--- config.mk ---
export PLATFORM = sky130hd
export DESIGN_NAME = xmr_probe_channel_arbiter
export DESIGN_NICKNAME = d
export VERILOG_FILES = /design/src/rtl/xmr_probe_channel_arbiter.sv
export SDC_FILE = /design/constraint.sdc
export NUM_CORES = 1
export LEC_CHECK = 0
export ABC_AREA = 1
export CAP_MARGIN = 20
export CORE_UTILIZATION = 48
export CTS_CLUSTER_DIAMETER = 50
export DETAILED_ROUTE_END_ITERATION = 10
export PLACE_DENSITY = 0.81
export SKIP_CTS_REPAIR_TIMING = 1
export SLEW_MARGIN = 30
export SYNTH_ARGS = -nofsm -noshare
export SYNTH_HDL_FRONTEND = slang
export SYNTH_SLANG_ARGS = --single-unit
--- constraint.sdc ---
create_clock -name clk -period 3 [get_ports clk]
set_clock_uncertainty 0.15 [all_clocks]
set_input_delay 0.3 -clock clk [delete_from_list [all_inputs] [get_ports clk]]
set_output_delay 0.3 -clock clk [all_outputs]
set_load 0.01 [all_outputs]
--- src/rtl/xmr_probe_channel_arbiter.sv ---
// Round-robin arbiter sharing one pipelined XMR probe channel among NUM_REQ
// requesters, with credit-based flow control toward the sink buffer.
module xmr_probe_channel_arbiter #(
  parameter int unsigned NUM_REQ     = 4,
  parameter int unsigned DATA_W      = 8,
  parameter int unsigned PIPE_STAGES = 2,
  parameter int unsigned CREDITS     = 4,
  localparam int unsigned ID_W       = $clog2(NUM_REQ),
  localparam int unsigned CW         = $clog2(CREDITS + 1)
) (
  input  logic                      clk,
  input  logic                      rst_n,
  input  logic [NUM_REQ-1:0]        req_valid,
  input  logic [NUM_REQ*DATA_W-1:0] req_data,
  output logic [NUM_REQ-1:0]        req_ready,
  output logic                      out_valid,
  output logic [ID_W-1:0]           out_id,
  output logic [DATA_W-1:0]         out_data,
  input  logic                      credit_return,
  output logic [CW-1:0]             credit_avail,
  output logic                      busy,
  output logic                      credit_err
);

  logic [ID_W-1:0]   rr_ptr;
  logic [CW-1:0]     credit_cnt;
  logic [CW-1:0]     credit_nxt;
  logic              err_set;
  logic              xfer;
  logic              found;
  logic [ID_W-1:0]   grant_idx;
  logic [DATA_W-1:0] grant_data;
  int unsigned       idx;
  logic              any_valid;

  logic              stg_valid [PIPE_STAGES];
  logic [ID_W-1:0]   stg_id    [PIPE_STAGES];
  logic [DATA_W-1:0] stg_data  [PIPE_STAGES];

  // Grant search starts at rr_ptr and wraps; blocked entirely with no credits.
  always_comb begin
    req_ready = '0;
    grant_idx = '0;
    found     = 1'b0;
    idx       = 0;
    if (credit_cnt != '0) begin
      for (int unsigned k = 0; k < NUM_REQ; k++) begin
        idx = (32'(rr_ptr) + k) % NUM_REQ;
        if (!found && req_valid[idx]) begin
          found          = 1'b1;
          req_ready[idx] = 1'b1;
          grant_idx      = ID_W'(idx);
        end
      end
    end
  end

  assign xfer       = found;
  assign grant_data = req_data[32'(grant_idx)*DATA_W +: DATA_W];

  // Credit bookkeeping; a return with a full pool is flagged, never counted.
  always_comb begin
    credit_nxt = credit_cnt;
    err_set    = 1'b0;
    case ({xfer, credit_return})
      2'b10: credit_nxt = credit_cnt - CW'(1);
      2'b01: begin
        if (credit_cnt == CW'(CREDITS)) err_set = 1'b1;
        else                            credit_nxt = credit_cnt + CW'(1);
      end
      default: credit_nxt = credit_cnt;
    endcase
  end

  always_ff @(posedge clk or negedge rst_n) begin
    if (!rst_n) begin
      rr_ptr     <= '0;
      credit_cnt <= CW'(CREDITS);
      credit_err <= 1'b0;
    end else begin
      if (xfer) rr_ptr <= ID_W'((32'(grant_idx) + 1) % NUM_REQ);
      credit_cnt <= credit_nxt;
      if (err_set) credit_err <= 1'b1;
    end
  end

  // Stall-free delivery pipe; stage 0 is zeroed on idle cycles.
  always_ff @(posedge clk or negedge rst_n) begin
    if (!rst_n) begin
      for (int s = 0; s < int'(PIPE_STAGES); s++) begin
        stg_valid[s] <= 1'b0;
        stg_id[s]    <= '0;
        stg_data[s]  <= '0;
      end
    end else begin
      stg_valid[0] <= xfer;
      stg_id[0]    <= xfer ? grant_idx : '0;
      stg_data[0]  <= xfer ? grant_data : '0;
      for (int s = 1; s < int'(PIPE_STAGES); s++) begin
        stg_valid[s] <= stg_valid[s-1];
        stg_id[s]    <= stg_id[s-1];
        stg_data[s]  <= stg_data[s-1];
      end
    end
  end

  always_comb begin
    any_valid = 1'b0;
    for (int s = 0; s < int'(PIPE_STAGES); s++) any_valid = any_valid | stg_valid[s];
  end

  assign out_valid    = stg_valid[PIPE_STAGES-1];
  assign out_id       = stg_id[PIPE_STAGES-1];
  assign out_data     = stg_data[PIPE_STAGES-1];
  assign credit_avail = credit_cnt;
  assign busy         = any_valid | (credit_cnt != CW'(CREDITS));

endmodule

# Word level (Yosys, flattened, before mapping)

Cells that the tools add are included.

Equal/unequal tests: 5
Bitwise operators: 5
Multiply operators: 0
Mux-type cells: 43
$lt $le $gt $ge: 8
Add/subtract/negate cells: 6
Shift-type cells: 1
Divide/modulo/power cells: 0
Reduce and logical (&&, ||, !) cells: 13

Operators with widths:

| kind                                                               | count |
|---|---|
| 2-to-1 mux 4 bit                                                   | 8 |
| indexed part select 32 x 6 -> 8 bit                                | 1 |
| 2-to-1 mux 1 bit                                                   | 18 |
| less-than comparator 2 x 3 -> 1 bit (second input constant)        | 4 |
| 2-to-1 mux 2 bit                                                   | 6 |
| OR 4 bit                                                           | 3 |
| binary-select mux 1 bit (select 2 bit)                             | 4 |
| demux 1 bit (select 2 bit)                                         | 4 |
| greater-or-equal comparator 2 x 1 -> 1 bit (second input constant) | 4 |
| 2-to-1 mux 8 bit                                                   | 1 |
| logical AND 1 bit                                                  | 7 |
| case mux 3 bit (2 select lines)                                    | 1 |
| adder 2 x 1 -> 2 bit (second input constant)                       | 2 |
| adder 2 bit (second input constant)                                | 2 |
| adder 3 x 1 -> 3 bit (second input constant)                       | 1 |
| == test 3 bit (second input constant)                              | 1 |
| logical NOT 1 bit                                                  | 3 |
| 2-to-1 mux 3 bit                                                   | 1 |
| != test 3 bit (second input constant)                              | 1 |
| nonzero test 3 bit                                                 | 1 |
| subtractor 3 x 1 -> 3 bit (second input constant)                  | 1 |
| == test 2 x 1 -> 1 bit (second input constant)                     | 1 |
| == test 2 bit (second input constant)                              | 1 |
| != test 2 bit (second input constant)                              | 1 |
| 3 further kinds                                                    | 4 |

Output and inout bits: 20
ROM bits: 0
Register bits: 28
Memories: 0
Input bits: 39
RAM bits: 0
Latch bits: 0
Logic and storage cells: 90

# Longest topological paths before layout

Gate-level depths: netlist (run 1).

Word-level depth: 19
Depth in mapped cells: 15
Mapped depth without buffers: 14

# Worst setup path before layout (run 1)

OpenSTA, ideal clock, no wires.

Kind: register -> register
Start point: reg rr_ptr[0]
End point: reg credit_cnt[2] (netlist: credit_avail[2])
Arrival time: 2.219 ns
Required time: 2.789 ns
Path slack: 0.570 ns
Clock period less this slack: 2.430 ns
Stages on the path, launching flop included: 16
Library setup time: 0.061 ns
Path buffers: 1
Cell sequence: dfrtp_1 buf_6 inv_8 ha_1 inv_2 nand3_1 nand2_1 nand4_2 nand2_4 nand2_1 fa_1 inv_1 o21ai_1 nand2_1 nand2_1 nand2_1

Cells in the longest elaborated chain, start to end: 19
Elaborated cells on any way between the ends: 31
Classes of those cells: 3 x add/sub; 3 x eq/ne; 17 x mux; 8 x reduce/logical

RTL lines:

| element                                                       | line | source |
|---|---|---|
| start, declared                                               | 25   | `logic [ID_W-1:0] rr_ptr;` |
| start signal, assigned                                        | 81   | `if (xfer) rr_ptr <= ID_W'((32'(grant_idx) + 1) % NUM_REQ);` |
| binary-select mux 1 bit (select 2 bit)                        | 49   | `if (!found && req_valid[idx]) begin` |
| 2-to-1 mux 1 bit (not written as such)                        | 49   |  |
| 2-to-1 mux 1 bit                                              | 49   |  |
| 2-to-1 mux 1 bit                                              | 46   | `if (credit_cnt != '0) begin` |
| logical NOT 1 bit                                             | 49   |  |
| logical AND 1 bit                                             | 49   |  |
| 2-to-1 mux 1 bit                                              | 49   |  |
| 2-to-1 mux 1 bit                                              | 46   |  |
| (+3 left out)                                                 | n/a  |  |
| 2-to-1 mux 1 bit                                              | 46   |  |
| logical NOT 1 bit                                             | 49   |  |
| logical AND 1 bit                                             | 49   |  |
| 2-to-1 mux 1 bit (*)                                          | 49   |  |
| 2-to-1 mux 1 bit (*)                                          | 46   |  |
| == test 2 x 1 -> 1 bit or == test 2 bit (tied branches)       | 65   | `case ({xfer, credit_return})` |
| != test 2 bit (no line) or nonzero test 2 bit (tied branches) | n/a  |  |
| AND reduction 2 bit (no line)                                 | n/a  |  |
| end signal, assigned                                          | 78   | `credit_cnt <= CW'(CREDITS);` |
| end signal, assigned                                          | 82   | `credit_cnt <= credit_nxt;` |
| end, declared                                                 | 26   | `logic [CW-1:0] credit_cnt;` |

Every way passes the cells marked *; elsewhere a longest branch is shown, timed or not. The select of a mux whose other input is x is not followed.
A chain may end at the register's enable or synchronous reset.

# Worst setup path after layout (run 1)

Start point: reg rr_ptr[1]
End point: out req_ready[0]

Cells in the longest elaborated chain, start to end: 16
Elaborated cells on any way between the ends: 54
Classes of those cells: 3 x add/sub; 8 x order compare; 30 x mux; 3 x bitwise; 10 x reduce/logical

RTL lines:

| element                                                                      | line | source |
|---|---|---|
| branches (longest 14 deep; another with less-than comparator 2 x 3 -> 1 bit) | n/a  |  |
| 2-to-1 mux 4 bit (*)                                                         | 49   |  |
| 2-to-1 mux 4 bit (*)                                                         | 46   |  |
| end, declared                                                                | 15   | `output logic [NUM_REQ-1:0] req_ready,` |

Every way passes the cells marked *. The select of a mux whose other input is x is not followed.

==> results of run 1 <==
[path summary, 6_finish.rpt]
kind                              start               to  slack [ns]  depth (start not counted)
hold reg to reg            stg_data[11]      out_data[3]        0.20                          0
hold / removal             stg_data[11]      out_data[3]        0.20                          0
setup / recovery              rr_ptr[1]     req_ready[0]        0.13                         11
min in group asynchronous         rst_n        out_id[1]        0.23                          2
max in group asynchronous         rst_n  credit_avail[2]        2.16                          2
setup reg to reg              rr_ptr[0]  credit_avail[2]        0.52                         14
[state kept, by name (all words and copies together), names as in the netlist]
name	count
out_data	8
stg_data	8
credit_avail	3
out_id	2
rr_ptr	2
stg_id	2
credit_err	1
out_valid	1
stg_valid	1
[cell families (layout without fill, tap and decap cells)]
kind of cell	after synthesis	after routing
AOI/OAI and AO/OA	25	25
xor gates and xnor gates	1	1
buffers and inverters	64	114
adders and majority gates	9	9
DFF	28	28
and+or+nand+nor	124	124
[critical path, stage by stage (launching register included)]
cell	delay (ns)
dfrtp_1	0.41
inv_4	0.09
ha_4	0.31
inv_2	0.05
nand2_2	0.08
nand2_4	0.07
nor2_8	0.13
nand3b_4	0.13
o2111ai_1	0.21
nand2_1	0.07
inv_1	0.06
clkdlybuf4s50_1	0.53
[power breakdown]
part,internal (mW),switching (mW)
registers,0.588,0.0930
clock network,0.179,0.114
logic,0.996,1.50
[cell usage in the layout (no fill, tap or decap), types with 2 or more instances in the layout]
cell	instances
dfrtp_1	26
nand3_1	37
inv_1	42
clkdlybuf4s50_1	58
clkbuf_8	3
nand2_4	7
o21ai_2	2
inv_4	2
buf_4	3
nor2_1	4
nand3b_1	9
a22oi_1	2
nand3_4	2
nand2_1	43
nand2_2	15
inv_2	4
a21oi_1	9
o21ai_0	5
ha_1	7
[layout make-up]
type / count / area share, %
Inverter: 49 / 7.34
Multi-Input combinational cell: 159 / 38.9
Tap cell: 50 / 2.34
Clock inverter: 1 / 1.12
Timing Repair Buffer: 61 / 22.5
Sequential cell: 28 / 26.3
Clock buffer: 3 / 1.54
[routing by layer]
| layer | track usage (%) | vias to the layer above | routed length [µm] |
|---|---|---|---|
| li1 | - | 878 | - |
| met1 | 28.2 | 810 | 1890 |
| met2 | 33.2 | 43 | 2170 |
| met3 | 1.88 | 4 | 147 |
| met4 | 5.32 | 0 | 31 |
| met5 | 0 | - | 0 |
[through the flow]
stage	instances	utilization [%]	area, µm²
2_1_floorplan	251	-	2030
3_3_place_gp	347	64.0	2580
3_5_place_dp	347	64.0	2580
4_1_cts	351	65.8	2650
5_1_grt	351	66.5	2680
6_report	351	66.5	2680
==> metrics.cfg, run 1 <==
[pwr]
p_total_mw=3.47
power.density_nw_per_um2=1300
max-vdd-ir-drop_mv=0.645
leakage_nw=1.34

[timing]
min_period_ns=2.87
fmax_mhz=349
hold_violations=0
rsz0062_at_grt=false
tns_ns=0
worst_pin_slew_ns=0.534
slew_headroom_pct=64.1
fin_ws_ns=0.133
setup_viol=0
finalCritPeriodShare_pct=95.6
slew_violations=0
holdWs_ns=0.204

[synth]
synth_top_family_by_area=simple AND/OR/NAND/NOR gates
synth-edff-count=0
synth_fa_ha_area_share_pct=5.93
synthFlopType=dfrtp_1
synthSimpleGateAreaFrac_pct=35.6
async_reset_ff_share_pct=100
synthTopCellsByArea=dfrtp_1 33%, nand3_1 9.1%, nand2_1 8.2%, inv_1 7.8%, ha_1 4.9%
syn_inst=251
ys_warn_count=0
yosysMostFrequentCell=nand2_1
muxShareOfSynthArea_pct=0
synth_cell_types=35
netlist_area_um2=2030
synth_top_cell_area_share_pct=33.4
synth_compound_area_share_pct=8.21
ys_seq_area_share_pct=34.7
synth_xor_area_share_pct=0.432
syn_nets=299
synth_top_area_cell=dfrtp_1
avgSynthCellArea_um2=8.07
ys_top_cells_by_count=44 x nand2_1, 42 x inv_1, 37 x nand3_1
ys_ff_latch=28

[layout]
syn2layout_area_growth_pct=32.2
finalNetCount=350
n_fill_cell=349
seq_area_um2=703
drive_gt1_share_pct=17.3
diodes=0
multi_input_area_um2=1040

[routing]
routed-via-count=1735
firstDrtPassIters=4
route.detailed.drc=0
wirelength_um=4230
drt_iter0_drc=83
ant_nets=0
post_drt_wl_per_cell_um=12.1
vias_per_cell=4.94

[run]
max_cap_viol_count=0

[clocking]
worstSkewPairLatency_ns=0.28
cts_inserted_buffers=3
path_clk_slew_ns=0.10
cts_root_buffer=clkbuf_8
cts_tree=built
h-tree-depth=1
clk_path_buf_depth=2
clock-sinks=28

[global_routing]
grt_overflow_total=0
grt_max_degree=29
track_usage_pct=20.2
grt_first_pass_wirelength_um=7000
antenna_found_initial=0
grt_pass1_vias=1564

[placed_design]
dpl_worst_slack_ns=0.182
port_buffers=58
dp_hpwl_um=3260
gp_congestion=0.907

[die]
dieWidth_um=67.0
coreArea_um2=4030
die_h_um=67.0
io_pins=59
placementRows=23
dieArea_um2=4480
start_util_pct=50.3

[min_path]
hp-class=flop to flop

[worst_setup_path]
start_kind=flop
worstPathArrival_ns=2.42
cp_max_fo=8
critPathRequiredTime_ns=2.55
end_kind=primary output
crit_type=flop to primary output

[outcome]
status=completed

(Power assumes the default switching activity.)
==> inputs of run 2 (changes only) <==
--- a/config.mk
+++ b/config.mk
@@ -7,6 +7,7 @@
 export LEC_CHECK = 0
 export ABC_AREA = 1
 export CAP_MARGIN = 20
+export CORE_MARGIN = 1
 export CORE_UTILIZATION = 48
 export CTS_CLUSTER_DIAMETER = 50
 export DETAILED_ROUTE_END_ITERATION = 10
==> results of run 2 <==
The final DEF is identical to that of run 1; final timing and power are the same.
